File: src/rtl/mem_wb_stage.sv
// mem_wb_stage: stalls M until the data bus responds, extracts load data and registers the W stage
module mem_wb_stage #(
    parameter int DATA_W = 32,
    parameter int REG_W  = 5
) (
    input  logic              clk,
    input  logic              resetn,
    input  logic              valid_m,
    input  logic              memtoreg_m,
    input  logic              mem_write_m,
    input  logic              regwrite_m,
    input  logic [REG_W-1:0]  rd_m,
    input  logic [DATA_W-1:0] alu_out_m,
    input  logic [2:0]        load_type_m,
    input  logic              dresp_data_ok,
    input  logic [DATA_W-1:0] dresp_data,
    output logic              stall_m,
    output logic              valid_w,
    output logic              rf_we,
    output logic [REG_W-1:0]  rf_wa,
    output logic [DATA_W-1:0] rf_wd
);
    typedef enum logic {IDLE, WAIT} state_t;
    state_t state, state_nx;
    logic mem_op, advance;
    logic [7:0] ld_b;
    logic [15:0] ld_h;
    logic [DATA_W-1:0] ld_data;
    always_comb begin
        mem_op   = valid_m & (memtoreg_m | mem_write_m);
        stall_m  = resetn & ((state == WAIT) ? ~dresp_data_ok : (mem_op & ~dresp_data_ok));
        advance  = valid_m & ~stall_m;
        state_nx = (state == IDLE) ? ((mem_op & ~dresp_data_ok) ? WAIT : IDLE)
                                   : (dresp_data_ok ? IDLE : WAIT);
        ld_b     = dresp_data[{alu_out_m[1:0], 3'b000} +: 8];
        ld_h     = dresp_data[{alu_out_m[1], 4'b0000} +: 16];
        ld_data  = (load_type_m == 3'd1) ? {{(DATA_W-8){ld_b[7]}}, ld_b} :
                   (load_type_m == 3'd2) ? {{(DATA_W-8){1'b0}}, ld_b} :
                   (load_type_m == 3'd3) ? {{(DATA_W-16){ld_h[15]}}, ld_h} :
                   (load_type_m == 3'd4) ? {{(DATA_W-16){1'b0}}, ld_h} : dresp_data;
    end
    always_ff @(posedge clk or negedge resetn) begin
        if (!resetn) begin
            state   <= IDLE;
            valid_w <= 1'b0;
            rf_we   <= 1'b0;
            rf_wa   <= '0;
            rf_wd   <= '0;
        end else begin
            state   <= state_nx;
            valid_w <= advance;
            rf_we   <= advance & regwrite_m & (rd_m != '0);
            if (advance) begin
                rf_wa <= rd_m;
                rf_wd <= memtoreg_m ? ld_data : alu_out_m;
            end
        end
    end
endmodule
File: config.mk
export PLATFORM = sky130hd
export DESIGN_NAME = mem_wb_stage
export DESIGN_NICKNAME = d
export VERILOG_FILES = /design/src/rtl/mem_wb_stage.sv
export SDC_FILE = /design/constraint.sdc
export NUM_CORES = 1
export LEC_CHECK = 0
export BUFFER_PORTS_ARGS = -buffer_cell sky130_fd_sc_hd__buf_2
export CAP_MARGIN = 0
export CELL_PAD_IN_SITES_DETAIL_PLACEMENT = 1
export CELL_PAD_IN_SITES_GLOBAL_PLACEMENT = 2
export CORE_UTILIZATION = 28
export DETAILED_ROUTE_END_ITERATION = 10
export GPL_TIMING_DRIVEN = 0
export PLACE_DENSITY_LB_ADDON = 0.12
export SLEW_MARGIN = 20
export SYNTH_ARGS = -nofsm -noshare
export SYNTH_HDL_FRONTEND = slang
export SYNTH_SLANG_ARGS = --single-unit
File: constraint.sdc
create_clock -name clk -period 3.7 [get_ports clk]
set_clock_uncertainty 0.15 [all_clocks]
set_input_delay 0.555 -clock clk [delete_from_list [all_inputs] [get_ports clk]]
set_output_delay 0.555 -clock clk [all_outputs]
set_load 0.03 [all_outputs]
==> results of run 1 <==
==> final timing paths <==
kind / startpoint / to / slack [ns] / depth (start not counted)
max: resetn / rf_wd[28]$_DFFE_PN0P_ / 0.83 / 7
min: resetn / rf_we$_DFF_PN0_ / 0.24 / 1
max reg2reg: state$_DFF_PN0_ / rf_wd[28]$_DFFE_PN0P_ / 1.56 / 6
min reg2reg: rf_wa[1]$_DFFE_PN0P_ / rf_wa[1]$_DFFE_PN0P_ / 0.32 / 2
max in group asynchronous: resetn / rf_wd[0]$_DFFE_PN0P_ / 2.58 / 1
min in group clk: dresp_data_ok / state$_DFF_PN0_ / 0.27 / 2
==> report_power, final <==
group | leakage (nW) | switching, mW | internal (mW)
Clock | 0.0645 | 0.159 | 0.238
Sequential | 0.489 | 0.0315 | 0.498
Combinational | 1.07 | 0.301 | 0.165
Total | 1.62 | 0.491 | 0.901
==> flip-flops by register name (all words and copies together), names as in the netlist <==
register / count
state: 1
valid_w: 1
rf_wd: 32
rf_we: 1
rf_wa: 5
==> cell type report <==
type	instances	area [um2]	area share
plain buffers	24	150.1	0.04446
clock buffers	7	96.34	0.02853
clock inverters	1	30.03	0.008892
inverters	3	11.26	0.003335
multi-input cells	217	1383	0.4094
flip-flops and latches	40	1001	0.2964
well taps	108	135.1	0.04001
repair buffers	114	570.5	0.1690
==> routing by layer <==
| layer | global-route usage | up-vias |
|---|---|---|
| met5 | 0 | - |
| met4 | 0.04072 | 0 |
| met3 | 0.03453 | 5 |
| met2 | 0.3039 | 70 |
| met1 | 0.2592 | 1169 |
| li1 | - | 1241 |
==> per-stage QoR <==
stage | hold WS (ns) | setup slack, ns | instance area [um2] | utilization | cells
finish | 0.2363 | 0.8281 | 3377 | 0.3854 | 514
global route | 0.2759 | 0.4055 | 3377 | 0.3854 | 514
CTS | 0.2627 | 0.6978 | 3377 | 0.3854 | 514
detailed placement | 0.3093 | 0.3884 | 3251 | 0.3709 | 506
global placement | 0.3033 | 0.4309 | 3251 | 0.3709 | 506
floorplan | 0.1094 | 1.568 | 2545 | - | 284
==> Yosys cell counts (all sizes together), types with 5 or more instances <==
cell,instances,share of area
clkbuf,13,0.019
nand2,41,0.060
mux2,10,0.044
mux4,5,0.044
nor2,20,0.030
buf,11,0.040
mux2i,16,0.063
o21a,25,0.074
a21oi,13,0.026
dfrtp,40,0.39
nor3b,7,0.023
o21ai,62,0.13
==> cell families (layout without fill, tap and decap cells) <==
family                 Yosys count  in the layout  synth area share
AO/OA/AOI/OAI                  107            107            0.2507
XOR/XNOR                         1              1          0.003442
buffers and inverters           27            149           0.06342
flip-flops                      40             40            0.3933
multiplexers                    31             31            0.1514
AND/OR/NAND/NOR                 78             78            0.1377
==> worst max-delay path, cell delays in order <==
cell,delay (ns)
buf_2,0.69
nand2b_1,0.12
o21ai_1,0.59
inv_1,0.38
clkbuf_1,0.32
o21ai_0,0.15
o21ai_1,0.08
==> impl_metrics.toml, run 1 <==
[worst_hold_path]
hold_class = "in -> async"

[timing]
rsz0062_at_grt = "false"
timing.setup.tns_ns = 0
worst_pin_slew_ns = 0.9252
slew_violations = 0
fin_crit_ns = 2.872
relSlewSlack = 0.3832
finalCritPeriodShare = 0.7762
final_hold_viol_count = 0
fmax_mhz = 348.2
finalSetupViolations = 0

[floorplanning]
start_util = 0.2904
io_pins = 119
rows = 34
core_area_mm2 = 0.008763
die_h_um = 97.34
die_width_um = 97.34
die_area_mm2 = 0.009474

[yosys]
avgSynthCellArea_um2 = 8.961
yosysWarnings = 0
ys.flop_type = "dfrtp_1"
synth_edf_count = 0
seq_area_frac_synth = 0.3933
syn-num-nets = 363
synth_area_mm2 = 0.002545
synthArstFlopShare = 1.000
synth_cells = 284
yosysUniqueCellTypes = 34
yosys_register_bits = 40

[worst_setup_path]
crit_type = "in -> reg"
worstPathRequired_ns = 3.74
worst-endpoint-arrival_ns = 2.91
worstSetupEndpointType = "flop"
start_kind = "primary input"
critPathMaxFanout = 42

[clock_tree]
cts_made_buffers = 5
cts_setup_buffers = 0
clkTransAtPathRegs_ns = 0.09
htree_num_levels = 2
cts.path.max_buffers = 2
clockRootBuffer = "clkbuf_8"
cts_resized = 0
clk_latency_ns = 0.30
cts_sinks = 40
cts-hold-fix-buffers = 0
cts_tree = "done"

[finish]
fill_cells = 1076
area.growth.synth_to_final_pct = 32.69
nNetsFinal = 484
layout_common_cells = "buf_2, nand2_1, dfrtp_1, o21ai_0, o21ai_1"
layout_commonest_cell = "buf_2"
diodes = 0
drive_gt1_frac = 0.3645

[place]
port_buffers = 114
place.gp.congestion = 0.7677
hpwl_um = 6808

[detailed_routing]
dr.pass1.iters = 4
wl_met2_um = 3979
antenna_left = 0
via_per_inst = 4.835
top_layer = "met4"
drt-met1-wl_um = 4120
wl_met3_um = 433
avgRoutedWirePerCell_um = 16.74
totalWireLength_um = 8602
drt_iter0_markers = 75
route.vias.total = 2485
drc = 0

[power_and_ir_drop]
ir_drop_mv = 0.1346
powerDensity_mw_per_mm2 = 412.3
total_power_mw = 1.392
power.leakage_nw = 1.621

[run_status]
outcome = "complete, no violations"

[global_routing]
grt_pass1_wl_um = 13830
grt_usage = 0.1870
grt_max_degree = 43
grt.overflow.total = 0
grt_pass1_vias = 2560
antenna_found_initial = 0

[flow_run]
cap_violations = 0
(Power assumes the default switching activity.)
==> run 2, diff against run 1 <==
- CORE_UTILIZATION: 28 -> 23
- clock period: 3.7 -> 2.39 ns (I/O delays scaled with it)
==> run 2 against run 1 <==
Compared with the run above: sequential cell count did not move; first-iteration DRC count is 5.3% higher; hold slack worse by 0.15 ns; die area rose by 21%; clock power increased by 27%; total power increased by 48%; sequential share of layout area shrank 0.56 points; critical path depth down 1; register-to-register slack worse by 1.1 ns; global-route usage is 1.4 points lower; combinational power increased by 59%; worst setup slack got worse by 0.63 ns; largest cell class unchanged; highest routed layer unchanged.
==> impl_metrics.toml, run 2 (synthesized netlist as in run 1, its figures left out) <==
[worst_setup_path]
reg2reg_to = "rf_wd[29]$_DFFE_PN0P_"
slowest_delay_ns = 0.47
path_cells = "buf_2 -> clkbuf_1 -> o21ai_0 -> a21oi_1 -> and2_1 -> buf_2"
crit_top_cell = "buf_2"
worst-endpoint-arrival_ns = 1.68
ff2ff_path_depth = 6
critPathMaxFanout = 10
worst_path_max_delay_cell = "clkbuf_1"
reg2reg_slack_ns = 0.47
r2r-start = "state$_DFF_PN0_"
crit_type = "in -> out"
worstPathRequired_ns = 1.88
worstSetupEndpointType = "output pin"
start_kind = "primary input"

[clock_tree]
cts_setup_buffers = 0
clockRootBuffer = "clkbuf_8"
htree_num_levels = 2
clkTransAtPathRegs_ns = 0.08
cts_tree = "done"
cts_made_buffers = 5
clk_latency_ns = 0.29
cts_sinks = 40
cts.path.max_buffers = 2

[detailed_routing]
route.vias.total = 2510
drt_iter0_markers = 79
antenna_left = 0
totalWireLength_um = 9443
via_per_inst = 4.580
avgRoutedWirePerCell_um = 17.23
dr.pass1.iters = 4
drc = 0

[flow_run]
cap_violations = 0

[timing]
final_hold_viol_count = 0
slew_violations = 0
fin_hold_ws_ns = 0.08806
timing.setup.tns_ns = 0
rsz0062_at_grt = "false"
finalSetupViolations = 0
fin_crit_ns = 2.187
finalCritPeriodShare = 0.9150
fmax_mhz = 457.3
worst_pin_slew_ns = 0.6006
relSlewSlack = 0.5996

[global_routing]
grt_usage = 0.1733
grt.overflow.total = 0
grt_pass1_wl_um = 15100
grt_pass1_vias = 2712
grt_max_degree = 41
antenna_found_initial = 1

[power_and_ir_drop]
total_power_mw = 2.066
powerDensity_mw_per_mm2 = 600.2
power.leakage_nw = 1.637
ir_drop_mv = 0.2344

[floorplanning]
die_width_um = 107.2
io_pins = 119
die_h_um = 107.2
core_area_mm2 = 0.01079
rows = 38
die_area_mm2 = 0.01149
start_util = 0.2358

[finish]
fin_cells = 548
layout_commonest_cell = "buf_2"
layout_common_cells = "buf_2, nand2_1, dfrtp_1, o21ai_0"
post-route-util = 0.3189
diodes = 0
area.growth.synth_to_final_pct = 35.25
nNetsFinal = 486
drive_gt1_frac = 0.3750
largest_reg_flops = 32
top_regs = "rf_wd: 32 flops, rf_wa: 5 flops"
largest_register = "rf_wd"

[place]
hpwl_um = 7348
port_buffers = 114
place.gp.congestion = 0.7371
dpl.cell_count = 538

[worst_hold_path]
hold_start = "dresp_data_ok"
hold_class = "in -> reg"
whs_path_depth = 2
hold_end = "state$_DFF_PN0_"

[run_status]
outcome = "complete, no violations"
-- run 2: changes by cell type in the layout (fill, tap and decap cells not counted), sizes merged --
cell / change
dlygate4sd3: +1
bufinv: -1
inv: +1
buf: +1
clkinv: +1
clkbuf: -1
-- run 2: final cells by class --
cell class / count / area, um2
buffer: 24 / 153.9
clock buffer: 6 / 82.58
clock inverter: 2 / 13.76
fill: 1327 / 7351
inverter: 3 / 11.26
multi-input combinational: 217 / 1394
sequential: 40 / 1001
tap: 140 / 175.2
timing repair buffer: 116 / 610.6
-- run 2: per-layer routing --
metal | up-vias | share of wire | track usage
met1 | 1195 | 0.48 | 0.2338
met5 | - | 0 | 0
met4 | 0 | 0.0061 | 0.03523
li1 | 1244 | - | -
met2 | 66 | 0.46 | 0.2862
met3 | 5 | 0.049 | 0.03465
-- run 2: worst max path at each step --
stage	start	end	slack (ns)
after floorplan	load_type_m[0]	rf_wd[4]$_DFFE_PN0P_	0.45
after global placement	resetn	rf_wd[12]$_DFFE_PN0P_	-0.78
after detailed placement	resetn	rf_wd[29]$_DFFE_PN0P_	-0.86
after CTS	resetn	rf_wd[12]$_DFFE_PN0P_	0.01
after global routing	memtoreg_m	stall_m	0.05
final	memtoreg_m	stall_m	0.20
-- run 2: timing repair --
action | CTS | global route
hold buffers | 2 | 0
hold endpoints to repair | 40 | 0
endpoints found under the setup margin | 39 | 32
gates resized for setup | 2 | 7
-- run 2: through the flow --
| stage | worst slack [ns] | cell area, um2 |
|---|---|---|
| detailed placement | -0.8623 | 3291 |
| global route | 0.05047 | 3442 |
| finish | 0.2031 | 3442 |
| floorplan | 0.4546 | 2545 |
| global placement | -0.7830 | 3291 |
| CTS | 0.01346 | 3431 |
-- run 2: worst max-delay path: cells and delay by family --
kind / cells / cell delay, ns
and+or+nand+nor: 1 / 0.15
AOI/OAI and AO/OA: 2 / 0.43
buffers and inverters: 3 / 0.75
-- run 2: report_power, final --
part / switching [mW] / internal (mW) / leakage (nW) / total (mW)
Sequential: 0.0487 / 0.771 / 0.489 / 0.819
Combinational: 0.476 / 0.263 / 1.10 / 0.740
Clock: 0.270 / 0.237 / 0.0516 / 0.507
